`config.mk`:
```
export PLATFORM = sky130hd
export DESIGN_NAME = booth_mult_seq
export DESIGN_NICKNAME = d
export VERILOG_FILES = /design/src/rtl/booth_mult_seq.sv
export SDC_FILE = /design/constraint.sdc
export NUM_CORES = 1
export LEC_CHECK = 0
export ABC_AREA = 0
export CAP_MARGIN = 40
export CORE_ASPECT_RATIO = 0.9
export CORE_MARGIN = 2
export CORE_UTILIZATION = 38
export CTS_BUF_LIST = sky130_fd_sc_hd__clkbuf_8
export CTS_CLUSTER_DIAMETER = 60
export DETAILED_ROUTE_END_ITERATION = 8
export HOLD_SLACK_MARGIN = 0.03
export PLACE_DENSITY = 0.7
export SLEW_MARGIN = 20
export SYNTH_ARGS = -nofsm -noshare
export SYNTH_HDL_FRONTEND = slang
export SYNTH_SLANG_ARGS = --single-unit
```
`constraint.sdc`:
```
create_clock -name clk -period 3.68 [get_ports clk]
set_input_delay 0.552 -clock clk [delete_from_list [all_inputs] [get_ports clk]]
set_output_delay 0.552 -clock clk [all_outputs]
set_load 0.01 [all_outputs]
```
`src/rtl/booth_mult_seq.sv`:
```
// Iterative Booth multiplier, signed/unsigned at run time, start/busy/done handshake.
// Build option: define BOOTH_RADIX4_EN for radix-4 modified Booth steps (fewer cycles, same products).
module booth_mult_seq #(
    parameter int unsigned WIDTH = 16
) (
    input  logic                 clk,
    input  logic                 rst,
    input  logic                 start,
    input  logic                 signed_mode,
    input  logic [WIDTH-1:0]     M,
    input  logic [WIDTH-1:0]     Q,
    output logic                 busy,
    output logic                 done,
    output logic [2*WIDTH-1:0]   product
);

    localparam int unsigned E  = WIDTH + 2;
    localparam int unsigned PW = 2 * WIDTH;
`ifdef BOOTH_RADIX4_EN
    localparam int unsigned AW     = E + 1;
    localparam int unsigned NSTEPS = E / 2;
`else
    localparam int unsigned AW     = E;
    localparam int unsigned NSTEPS = E - 1;
`endif
    localparam int unsigned CW = $clog2(NSTEPS + 1);

    typedef enum logic [1:0] {
        S_IDLE = 2'd0,
        S_RUN  = 2'd1,
        S_FIN  = 2'd2
    } state_t;

    state_t         state;
    logic [AW-1:0]  acc;
    logic [E-1:0]   qx;
    logic           q_1;
    logic [E-1:0]   mx;
    logic [CW-1:0]  cnt;

    logic [AW-1:0]  sum;
    logic [AW-1:0]  acc_nxt;
    logic [E-1:0]   qx_nxt;
    logic           q1_nxt;
    logic [PW-1:0]  prod_nxt;

    // Two extra bits let one signed datapath cover the full unsigned range too.
    function automatic logic [E-1:0] ext(input logic [WIDTH-1:0] v, input logic sgn);
        return {{2{sgn & v[WIDTH-1]}}, v};
    endfunction

`ifdef BOOTH_RADIX4_EN
    logic [AW-1:0] mx_a;
    logic [AW-1:0] mx2;

    // Radix-4 step: recode {Qx[1:0], q_1} into 0, +-M, +-2M, then shift by 2.
    always_comb begin
        mx_a = {mx[E-1], mx};
        mx2  = {mx, 1'b0};
        sum  = acc;
        case ({qx[1], qx[0], q_1})
            3'b001, 3'b010: sum = acc + mx_a;
            3'b011:         sum = acc + mx2;
            3'b100:         sum = acc - mx2;
            3'b101, 3'b110: sum = acc - mx_a;
            default:        sum = acc;
        endcase
        acc_nxt  = {{2{sum[AW-1]}}, sum[AW-1:2]};
        qx_nxt   = {sum[1:0], qx[E-1:2]};
        q1_nxt   = qx[1];
        prod_nxt = {acc_nxt[WIDTH-3:0], qx_nxt};
    end
`else
    // Radix-2 step: add/subtract on {Qx[0], q_1}, then shift by 1.
    always_comb begin
        sum = acc;
        case ({qx[0], q_1})
            2'b01:   sum = acc + mx;
            2'b10:   sum = acc - mx;
            default: sum = acc;
        endcase
        acc_nxt  = {sum[AW-1], sum[AW-1:1]};
        qx_nxt   = {sum[0], qx[E-1:1]};
        q1_nxt   = qx[0];
        // After E-1 steps the product sits one bit above the bottom of {A, Qx}.
        prod_nxt = {acc_nxt[WIDTH-2:0], qx_nxt[E-1:1]};
    end
`endif

    always_ff @(posedge clk) begin
        if (rst) begin
            state   <= S_IDLE;
            busy    <= 1'b0;
            done    <= 1'b0;
            product <= '0;
            acc     <= '0;
            qx      <= '0;
            q_1     <= 1'b0;
            mx      <= '0;
            cnt     <= '0;
        end else begin
            case (state)
                S_IDLE: begin
                    if (start) begin
                        acc   <= '0;
                        qx    <= ext(Q, signed_mode);
                        q_1   <= 1'b0;
                        mx    <= ext(M, signed_mode);
                        cnt   <= '0;
                        busy  <= 1'b1;
                        state <= S_RUN;
                    end
                end
                S_RUN: begin
                    acc <= acc_nxt;
                    qx  <= qx_nxt;
                    q_1 <= q1_nxt;
                    cnt <= cnt + CW'(1);
                    if (cnt == CW'(NSTEPS - 1)) begin
                        product <= prod_nxt;
                        done    <= 1'b1;
                        busy    <= 1'b0;
                        state   <= S_FIN;
                    end
                end
                S_FIN: begin
                    done  <= 1'b0;
                    state <= S_IDLE;
                end
                default: begin
                    state <= S_IDLE;
                end
            endcase
        end
    end

endmodule

```
Yosys cells after proc, flatten, opt, wreduce, memory -nomap -nowiden. Cells that the tools add are included.

Reductions and logical operators: 9. Bitwise logic cells: 2. Equality and inequality tests: 7. Add/subtract/negate cells: 3. Multiplexer cells: 17.

Operator list (number): 18-bit case mux with 2 select lines (3); 18-bit 2-to-1 mux (2); 18-bit adder (1); 18-bit subtractor (1); 5-bit case mux with 2 select lines (1); 2-bit AND reduction (5); 1-bit case mux with 2 select lines (3); 5-bit by 1-bit adder with 5-bit output, second input constant (1); 5-bit equality test, second input constant (1); 5-bit 2-to-1 mux (1); 2-bit by 1-bit equality test with 1-bit output, second input constant (2); 2-bit equality test, second input constant (2); 1-bit 2-to-1 mux (4); 2-bit 2-to-1 mux (2); 2-bit != test, second input constant (2); 2-bit case mux with 2 select lines (1); 2-bit nonzero test (2); 3-bit AND reduction (1); 1-bit bitwise AND (2); 2-bit zero test (1).

Word-level logic and storage cells: 47. Register bits after elaboration: 95.

Logic depth before layout (Yosys ltp). Gate-level depths: netlist of run 1.

Depth after elaboration: 3. Mapped depth: 15. Gate-level depth less buffers: 14.

Worst setup path before layout of run 1. OpenSTA, ideal clock, no wires.

Path kind: register -> register. From: register mx[3]. To: register acc[16]. Data required time: 3.557 ns. Buffers on the path: 1. Setup time: 0.123 ns. Path slack: 0.262 ns. Arrival: 3.295 ns. Stages on the path, launching flop included: 13. Period minus slack after synthesis: 3.418 ns. Cell sequence: dfxtp_1 > or4_4 > nor4_1 > a21oi_1 > xnor2_1 > ha_1 > clkbuf_1 > nand3_1 > or2_2 > o31ai_1 > a21oi_1 > o21ai_1 > mux2_1.

Longest elaborated chain between the ends: 3. Elaborated cells between the ends (all ways): 4. Those cells by class: add/sub: 2; mux: 2.

RTL lines: start, declared (RTL line 38) `logic [E-1:0] mx;`; start signal, assigned (RTL line 108) `mx <= ext(M, signed_mode);`; 18-bit subtractor / 18-bit adder (equally long branches) (RTL line 79, 78); 18-bit case mux with 2 select lines * (RTL line 77) `case ({qx[0], q_1})`; 18-bit case mux with 2 select lines * (RTL line 102) `case (state)`; end signal, assigned (RTL line 115) `acc <= acc_nxt;`; end, declared (RTL line 35) `logic [AW-1:0] acc;`.

Mark *: on every way between the ends. The rest lies on a longest branch, timed or not. A chain may end at the register's enable or synchronous reset.

Worst setup path after layout of run 1. Same ends and word-level chain as after synthesis.

==> summary.json, run 1 <==
{
  "run_status": "complete, no violations",
  "worst-slew-pin-transition_ps": 777,
  "rsz0062_at_grt": "false",
  "worstHoldPathType": "reg -> reg",
  "grt_antenna_before_repair": 0,
  "clock_tree.htree_level_count": 3,
  "routabilityCongestion": 0.859,
  "firstDrtPassIters": 4,
  "via_per_inst": 5.36,
  "max-vdd-ir-drop_v": 0.000209,
  "ys_seq_area_frac": 0.386,
  "ys.warnings.count": 0,
  "path_clk_slew_ps": 100,
  "drt-initial-drc-count": 386,
  "holdBufCountCts": 0,
  "dpl-instance-area_um2": 5780,
  "clockBufferDepth": 2,
  "worst-setup-path-type": "reg -> reg",
  "placeableCoreArea_um2": 12600,
  "insertion_delay_ps": 370,
  "netlist_instances": 630,
  "postRouteWirelength_um": 12800,
  "total_number_of_placement_rows": 39,
  "dp_hpwl_um": 9490,
  "grt_pass1_vias": 4507,
  "tritoncts.num_buffers": 9,
  "power.total_mw": 2.63,
  "finalHoldWorstSlack_ps": 460,
  "timing.final.setup_violations": 0,
  "synth-edff-count": 0,
  "gr-usage-met3": 0.0446,
  "globalRoute.busiestLayer": "met2",
  "grt_max_degree": 42,
  "clock_sink_count": 94,
  "startpoint_class_of_the_critical_path": "flop",
  "antenna_cells": 0,
  "final_design_area_no_fill_um2": 6010,
  "hold_vio_cnt_final": 0,
  "layout.filler_cells": 1209,
  "yosys_register_bits": 94,
  "gr-usage-all-layers": 0.196,
  "postSynth.asyncResetShare": 0,
  "max-slew-margin-rel": 0.482,
  "timing.clock.skew_ps": 11.3,
  "crit_required_ps": 3940,
  "fraction_of_layout_cells_with_a_size_suffix_above_1": 0.0764,
  "number_of_nets_still_failing_antenna_checks_after_routing": 0,
  "gr-total-overflow": 0,
  "synth_nets": 688,
  "io_pins": 70,
  "slew_violations": 0,
  "power.density_cell_area_nw_per_um2": 437,
  "die_y_um": 112,
  "ys.flop_type": "sky130_fd_sc_hd__dfxtp_1",
  "layout-area-overhead-vs-synth_pct": 23.2,
  "port_buffers": 69,
  "design.die.area_um2": 13800,
  "cts_tree": "built",
  "detail_route.drc_violations": 0,
  "timing.critical_path.arrival_ps": 3670,
  "grt_pass1_wl_um": 21800,
  "drt-wirelength-per-cell_um": 14.9,
  "leakagePower_nw": 2.17,
  "period_share": 0.927,
  "synth_cell_type_count": 53,
  "total_number_of_nets_in_the_final_design": 747,
  "vias": 4602,
  "synth_area_um2": 4880,
  "crit_path_max_fanout": 6,
  "setup.worst_path.end_class": "flop",
  "cts_root_buf": "sky130_fd_sc_hd__clkbuf_8",
  "drv.max_cap_violation_count": 0,
  "post-cts-setup-buffers": 0,
  "syn_area_per_cell_um2": 7.75,
  "floorplan.initialDensity": 0.386,
  "floorplan.die.width_um": 123,
  "clock.fmax_ghz": 0.293,
  "globalRouteMet1Util": 0.263,
  "grt.met2_usage": 0.325,
  "totalNegativeSetupSlack_ps": 0,
  "post-route-min-period_ps": 3410
}
routing by layer:
layer  part of all wire  wire [µm]
met1               0.47       5970
met2               0.47       5980
met3              0.058        747
met4             0.0073         93
met5                  0          0
logic make-up (layout without fill, tap and decap cells):
group,count (synthesis),after routing,synth area share
muxes,7,7,0.0151
buffers and inverters,55,119,0.0423
DFF,94,94,0.386
and+or+nand+nor,249,249,0.231
adders and majority gates,22,22,0.0579
xor gates and xnor gates,24,24,0.0431
AOI/OAI and AO/OA,179,179,0.225
final cells by class:
type                    instances  area (µm²)  share of cell area
repair buffers                 89         840               0.140
clock inverters                 6        91.3              0.0152
well taps                     164         205              0.0341
inverters                      14        52.6             0.00874
clock buffers                  10         138              0.0229
multi-input cells             481        2800               0.466
flip-flops and latches         94        1880               0.313
registers in the layout, summed over array words and instances (netlist names):
signal   flops
acc         17
busy         1
state        2
product     32
qx          18
cnt          5
q_1          1
mx          17
done         1
worst paths after layout:
| check | startpoint | to | slack [ps] | cells past startpoint |
|---|---|---|---|---|
| max | mx[3] | acc[16] | 270 | 13 |
| max reg2reg | mx[3] | acc[16] | 270 | 13 |
| min | product[0] | product[0] | 460 | 2 |
| min reg2reg | product[0] | product[0] | 460 | 2 |
layout by cell type, fill, tap and decap left out, types with 3 or more instances in the layout:
cell type | netlist | routed
sky130_fd_sc_hd__or2_2 | 6 | 6
sky130_fd_sc_hd__mux2i_1 | 4 | 4
sky130_fd_sc_hd__clkbuf_8 | 0 | 10
sky130_fd_sc_hd__inv_1 | 14 | 14
sky130_fd_sc_hd__o21ai_0 | 17 | 17
sky130_fd_sc_hd__nand4_1 | 3 | 3
sky130_fd_sc_hd__nor2_1 | 65 | 64
sky130_fd_sc_hd__a22oi_1 | 13 | 13
sky130_fd_sc_hd__nor2b_1 | 7 | 6
sky130_fd_sc_hd__buf_4 | 0 | 19
sky130_fd_sc_hd__a211oi_1 | 14 | 14
sky130_fd_sc_hd__ha_1 | 21 | 21
sky130_fd_sc_hd__xnor2_1 | 22 | 22
sky130_fd_sc_hd__nand2_1 | 110 | 110
sky130_fd_sc_hd__o211ai_1 | 4 | 4
sky130_fd_sc_hd__nand2b_1 | 6 | 6
sky130_fd_sc_hd__and2_1 | 4 | 4
sky130_fd_sc_hd__a21o_1 | 5 | 5
sky130_fd_sc_hd__o21a_1 | 6 | 6
sky130_fd_sc_hd__a311oi_1 | 6 | 6
sky130_fd_sc_hd__o31ai_1 | 4 | 4
sky130_fd_sc_hd__nor3_1 | 10 | 10
sky130_fd_sc_hd__nand3_1 | 17 | 17
sky130_fd_sc_hd__nor4_1 | 7 | 7
sky130_fd_sc_hd__a31oi_1 | 8 | 8
sky130_fd_sc_hd__clkdlybuf4s50_1 | 0 | 68
sky130_fd_sc_hd__a21oi_1 | 86 | 86
sky130_fd_sc_hd__dfxtp_1 | 94 | 94
power by group:
group | internal [mW] | leakage, nW | switching [mW] | total, mW
registers | 1.06 | 0.765 | 0.0407 | 1.10
logic | 0.316 | 1.28 | 0.423 | 0.739
clock network | 0.406 | 0.117 | 0.385 | 0.791
worst max-delay path: stages (launching register included):
cell	delay, ps
sky130_fd_sc_hd__dfxtp_1	370
sky130_fd_sc_hd__or4_4	590
sky130_fd_sc_hd__nor4_1	270
sky130_fd_sc_hd__buf_4	180
sky130_fd_sc_hd__a21oi_1	70
sky130_fd_sc_hd__xnor2_1	210
sky130_fd_sc_hd__ha_1	310
sky130_fd_sc_hd__a21oi_1	200
sky130_fd_sc_hd__o2111ai_1	190
sky130_fd_sc_hd__a21oi_1	180
sky130_fd_sc_hd__o31ai_1	110
sky130_fd_sc_hd__and3_1	190
sky130_fd_sc_hd__o21ai_1	130
sky130_fd_sc_hd__mux2_1	320
cells in the mapped netlist, types with 4 or more instances:
| library cell | number | area share |
|---|---|---|
| sky130_fd_sc_hd__ha_1 | 21 | 0.054 |
| sky130_fd_sc_hd__or2_2 | 6 | 0.0077 |
| sky130_fd_sc_hd__and2_1 | 4 | 0.0051 |
| sky130_fd_sc_hd__mux2i_1 | 4 | 0.0082 |
| sky130_fd_sc_hd__a21oi_1 | 86 | 0.088 |
| sky130_fd_sc_hd__clkbuf_1 | 38 | 0.029 |
| sky130_fd_sc_hd__inv_1 | 14 | 0.011 |
| sky130_fd_sc_hd__dfxtp_1 | 94 | 0.39 |
| sky130_fd_sc_hd__nor2_1 | 65 | 0.050 |
| sky130_fd_sc_hd__nor4_1 | 7 | 0.0090 |
| sky130_fd_sc_hd__nor3_1 | 10 | 0.010 |
| sky130_fd_sc_hd__nand2b_1 | 6 | 0.0077 |
| sky130_fd_sc_hd__a21o_1 | 5 | 0.0077 |
| sky130_fd_sc_hd__o211ai_1 | 4 | 0.0062 |
| sky130_fd_sc_hd__o21a_1 | 6 | 0.0092 |
| sky130_fd_sc_hd__o21ai_0 | 17 | 0.017 |
| sky130_fd_sc_hd__o31ai_1 | 4 | 0.0062 |
| sky130_fd_sc_hd__nor2b_1 | 7 | 0.0090 |
| sky130_fd_sc_hd__a311oi_1 | 6 | 0.011 |
| sky130_fd_sc_hd__nand2_1 | 110 | 0.085 |
| sky130_fd_sc_hd__a31oi_1 | 8 | 0.010 |
| sky130_fd_sc_hd__nand3_1 | 17 | 0.017 |
| sky130_fd_sc_hd__a22oi_1 | 13 | 0.020 |
| sky130_fd_sc_hd__xnor2_1 | 22 | 0.039 |
| sky130_fd_sc_hd__a211oi_1 | 14 | 0.022 |
metrics by stage:
stage,setup slack (ps),utilization,instances
after floorplan,262,-,630
after global placement,341,0.456,841
after detailed placement,202,0.457,842
after CTS,189,0.475,858
after global routing,15.3,0.476,858
final,270,0.476,858
what timing repair did:
| item | in CTS | in global routing |
|---|---|---|
| endpoints found under the setup margin | 0 | 2 |
| gates resized for setup | 0 | 2 |
| endpoints found under the hold margin | 0 | 0 |
Note: power is estimated with default switching activity, not from simulation.
==> run 2: changes to the inputs <==
--- a/config.mk
+++ b/config.mk
@@ -6,7 +6,6 @@
 export NUM_CORES = 1
 export LEC_CHECK = 0
 export ABC_AREA = 0
-export CAP_MARGIN = 40
 export CORE_ASPECT_RATIO = 0.9
 export CORE_MARGIN = 2
 export CORE_UTILIZATION = 38
==> run 2 against run 1 <==
  * Combinational power barely moved
  * Sequential share of layout area grew 0.059 points
  * Global-route usage down 0.21 points
  * Hold slack improved by 0.73 ps
  * Register-to-register slack is essentially flat
  * Routed wire length rose by 0.39%
  * Via count increased by 1.8%
  * Critical path type unchanged
  * Largest power group unchanged
==> summary.json, run 2 (synthesis gave the netlist of run 1 again) <==
{
  "dp_hpwl": {"value": 9500, "unit": "µm", "change": "+0.13%"},
  "floorplan.initialDensity": {"value": 0.386, "change": "unchanged"},
  "max-vdd-ir-drop": {"value": 0.000198, "unit": "V", "change": "-5.2%"},
  "layout.filler_cells": {"value": 1205, "change": "-0.33%"},
  "slew_violations": {"value": 0, "change": "unchanged"},
  "grt_pass1_wl": {"value": 21500, "unit": "µm", "change": "-1.3%"},
  "clock.fmax": {"value": 0.293, "unit": "GHz", "change": "about the same"},
  "fin_cells": {"value": 857, "change": "-0.12%"},
  "clock_tree.htree_level_count": {"value": 3, "change": "unchanged"},
  "startpoint_class_of_the_critical_path": "flop",
  "dp_cells": {"value": 841, "change": "-0.12%"},
  "drt-initial-drc-count": {"value": 303, "change": "-22%"},
  "register_area": {"value": 1880, "unit": "µm²", "change": "unchanged"},
  "clockBufferDepth": {"value": 2, "change": "unchanged"},
  "grt_pass1_vias": {"value": 4451, "change": "-1.2%"},
  "crit_path_cell_trace": "or4_4 > nor4_1 > buf_4 > a21oi_1 > xnor2_1 > ha_1 > a21oi_1 > o211ai_1 > a21oi_1 > o31ai_1 > and3_1 > o21ai_1 > mux2_1",
  "period_share": {"value": 0.927, "change": "about the same"},
  "design.die.area": {"value": 13800, "unit": "µm²", "change": "unchanged"},
  "timing.final.setup_violations": {"value": 0, "change": "unchanged"},
  "leakagePower": {"value": 2.16, "unit": "nW", "change": "-0.28%"},
  "worst-slew-pin-transition": {"value": 961, "unit": "ps", "change": "+184 ps"},
  "worst-setup-path-type": "reg -> reg",
  "total_number_of_nets_in_the_final_design": {"value": 746, "change": "-0.13%"},
  "whs_endpoint": "product[3]",
  "placeableCoreArea": {"value": 12600, "unit": "µm²", "change": "unchanged"},
  "floorplan.die.width": {"value": 123, "unit": "µm", "change": "unchanged"},
  "totalNegativeSetupSlack": {"value": 0, "unit": "ps", "change": "unchanged"},
  "drt-wirelength-per-cell": {"value": 15.0, "unit": "µm", "change": "+0.51%"},
  "timing.critical_path.arrival": {"value": 3670, "unit": "ps", "change": "about the same"},
  "reg2reg_setup_slack": {"value": 270, "unit": "ps", "change": "about the same"},
  "largest_registers": "product: 32 flops, qx: 18 flops",
  "layout-area-overhead-vs-synth_pct": 23.0,
  "antenna_cells": {"value": 0, "change": "unchanged"},
  "worstHoldPathType": "reg -> reg",
  "via_per_inst": {"value": 5.47, "change": "+1.9%"},
  "postRouteWirelength": {"value": 12800, "unit": "µm", "change": "+0.39%"},
  "crit_required": {"value": 3940, "unit": "ps", "change": "about the same"},
  "vias": {"value": 4684, "change": "+1.8%"},
  "r2r.worst_path.cells": {"value": 13, "change": "unchanged"},
  "post-cts-setup-buffers": {"value": 0, "change": "unchanged"},
  "rsz0062_at_grt": "false",
  "layout_common_cells": "110 x sky130_fd_sc_hd__nand2_1, 94 x sky130_fd_sc_hd__dfxtp_1, 86 x sky130_fd_sc_hd__a21oi_1",
  "grt_max_degree": {"value": 42, "change": "unchanged"},
  "die_y": {"value": 112, "unit": "µm", "change": "unchanged"},
  "firstDrtPassIters": {"value": 5, "change": "+1"},
  "gr-usage-all-layers": {"value": 0.194, "change": "-0.00206"},
  "grt_antenna_before_repair": {"value": 0, "change": "unchanged"},
  "r2r-end": "acc[16]",
  "routabilityCongestion": {"value": 0.859, "change": "unchanged"},
  "drv.max_cap_violation_count": {"value": 0, "change": "unchanged"},
  "max-slew-margin-rel": {"value": 0.356, "change": "-0.125"},
  "detail_route.drc_violations": {"value": 0, "change": "unchanged"},
  "insertion_delay": {"value": 370, "unit": "ps", "change": "about the same"},
  "path_clk_slew": {"value": 100, "unit": "ps", "change": "about the same"},
  "cts_tree": "built",
  "min-delay-start": "product[3]",
  "leading_cell_type_in_the_layout_fill_and_taps_excluded": "sky130_fd_sc_hd__nand2_1",
  "port_buffers": {"value": 69, "change": "unchanged"},
  "io_pins": {"value": 70, "change": "unchanged"},
  "largest_register": "product",
  "timing.clock.skew": {"value": 13.0, "unit": "ps", "change": "+1.68 ps"},
  "critical-path-top-cell-by-count": "sky130_fd_sc_hd__a21oi_1",
  "worst_hold_path_cells": {"value": 2, "change": "unchanged"},
  "gr-total-overflow": {"value": 0, "change": "unchanged"},
  "power.density_cell_area": {"value": 438, "unit": "nW/µm²", "change": "about the same"},
  "cp_slowest_cell": "sky130_fd_sc_hd__or4_4",
  "run_status": "complete, no violations",
  "total_number_of_placement_rows": {"value": 39, "change": "unchanged"},
  "largest_register_ff_count": {"value": 32, "change": "unchanged"},
  "number_of_nets_still_failing_antenna_checks_after_routing": {"value": 0, "change": "unchanged"},
  "reg2reg_from": "mx[3]",
  "cts_root_buf": "sky130_fd_sc_hd__clkbuf_8",
  "clock_sink_count": {"value": 94, "change": "unchanged"},
  "hold_vio_cnt_final": {"value": 0, "change": "unchanged"},
  "crit_path_max_fanout": {"value": 6, "change": "unchanged"},
  "cp_slowest_stage_delay": {"value": 590, "unit": "ps", "change": "about the same"},
  "tritoncts.num_buffers": {"value": 9, "change": "unchanged"},
  "post-route-min-period": {"value": 3410, "unit": "ps", "change": "+0.219 ps"},
  "fraction_of_layout_cells_with_a_size_suffix_above_1": {"value": 0.0750, "change": "-0.00133"},
  "multi_input_area": {"value": 2800, "unit": "µm²", "change": "unchanged"},
  "setup.worst_path.end_class": "flop"
}
## run 2: worst max-delay path by stage
stage                     start      end
after global routing      mx[3]  acc[16]
after detailed placement  mx[3]  acc[14]
final                     mx[3]  acc[16]
after CTS                 mx[3]  acc[14]
after floorplan           mx[3]  acc[16]
after global placement    mx[3]  acc[16]
## run 2: worst max-delay path: cells and delay by family, from the launching register on
family,cells,cell delay [ps]
buffers and inverters,1,170
AO/OA/AOI/OAI,6,910
flip-flops,1,370
AND/OR/NAND/NOR,3,1030
adder cells (fa/ha/maj),1,340
XOR/XNOR,1,160
multiplexers,1,320
## run 2: through the flow
stage               hold WS (ps)  instance area, µm²  setup slack, ps   util  total power [mW]
finish                       461                6000              269  0.475              2.63
global placement             442                5760              341  0.456              1.84
floorplan                    444                4880              262      -              1.62
detailed placement           449                5760              166  0.456              1.85
CTS                          463                5990              151  0.474              2.64
global route                 482                6000             42.2  0.475              2.77
## run 2: report_power, final
part           leakage, nW  switching (mW)  total, mW  internal [mW]
Sequential           0.765          0.0405       1.10           1.06
Combinational         1.28           0.426      0.740          0.314
Clock                0.117           0.381      0.787          0.406
Total                 2.16           0.847       2.63           1.78
## run 2: final cells by class
cell class / instances / share of cell area
clock inverter: 6 / 0.0152
multi-input combinational: 481 / 0.467
tap: 164 / 0.0342
sequential: 94 / 0.314
clock buffer: 10 / 0.0229
inverter: 14 / 0.00876
timing repair buffer: 88 / 0.138
## run 2: metal layers
layer  wire [µm]  GRT usage
met1        5930      0.265
met2        6010      0.311
met5           0          0
met3         739     0.0441
met4         166     0.0439
## run 2: timing repair
item / 4_1_cts / 5_1_grt
hold buffers: 0 / 0
endpoints found under the hold margin: 0 / 0
gates resized for setup: 0 / 2
endpoints found under the setup margin: 0 / 3
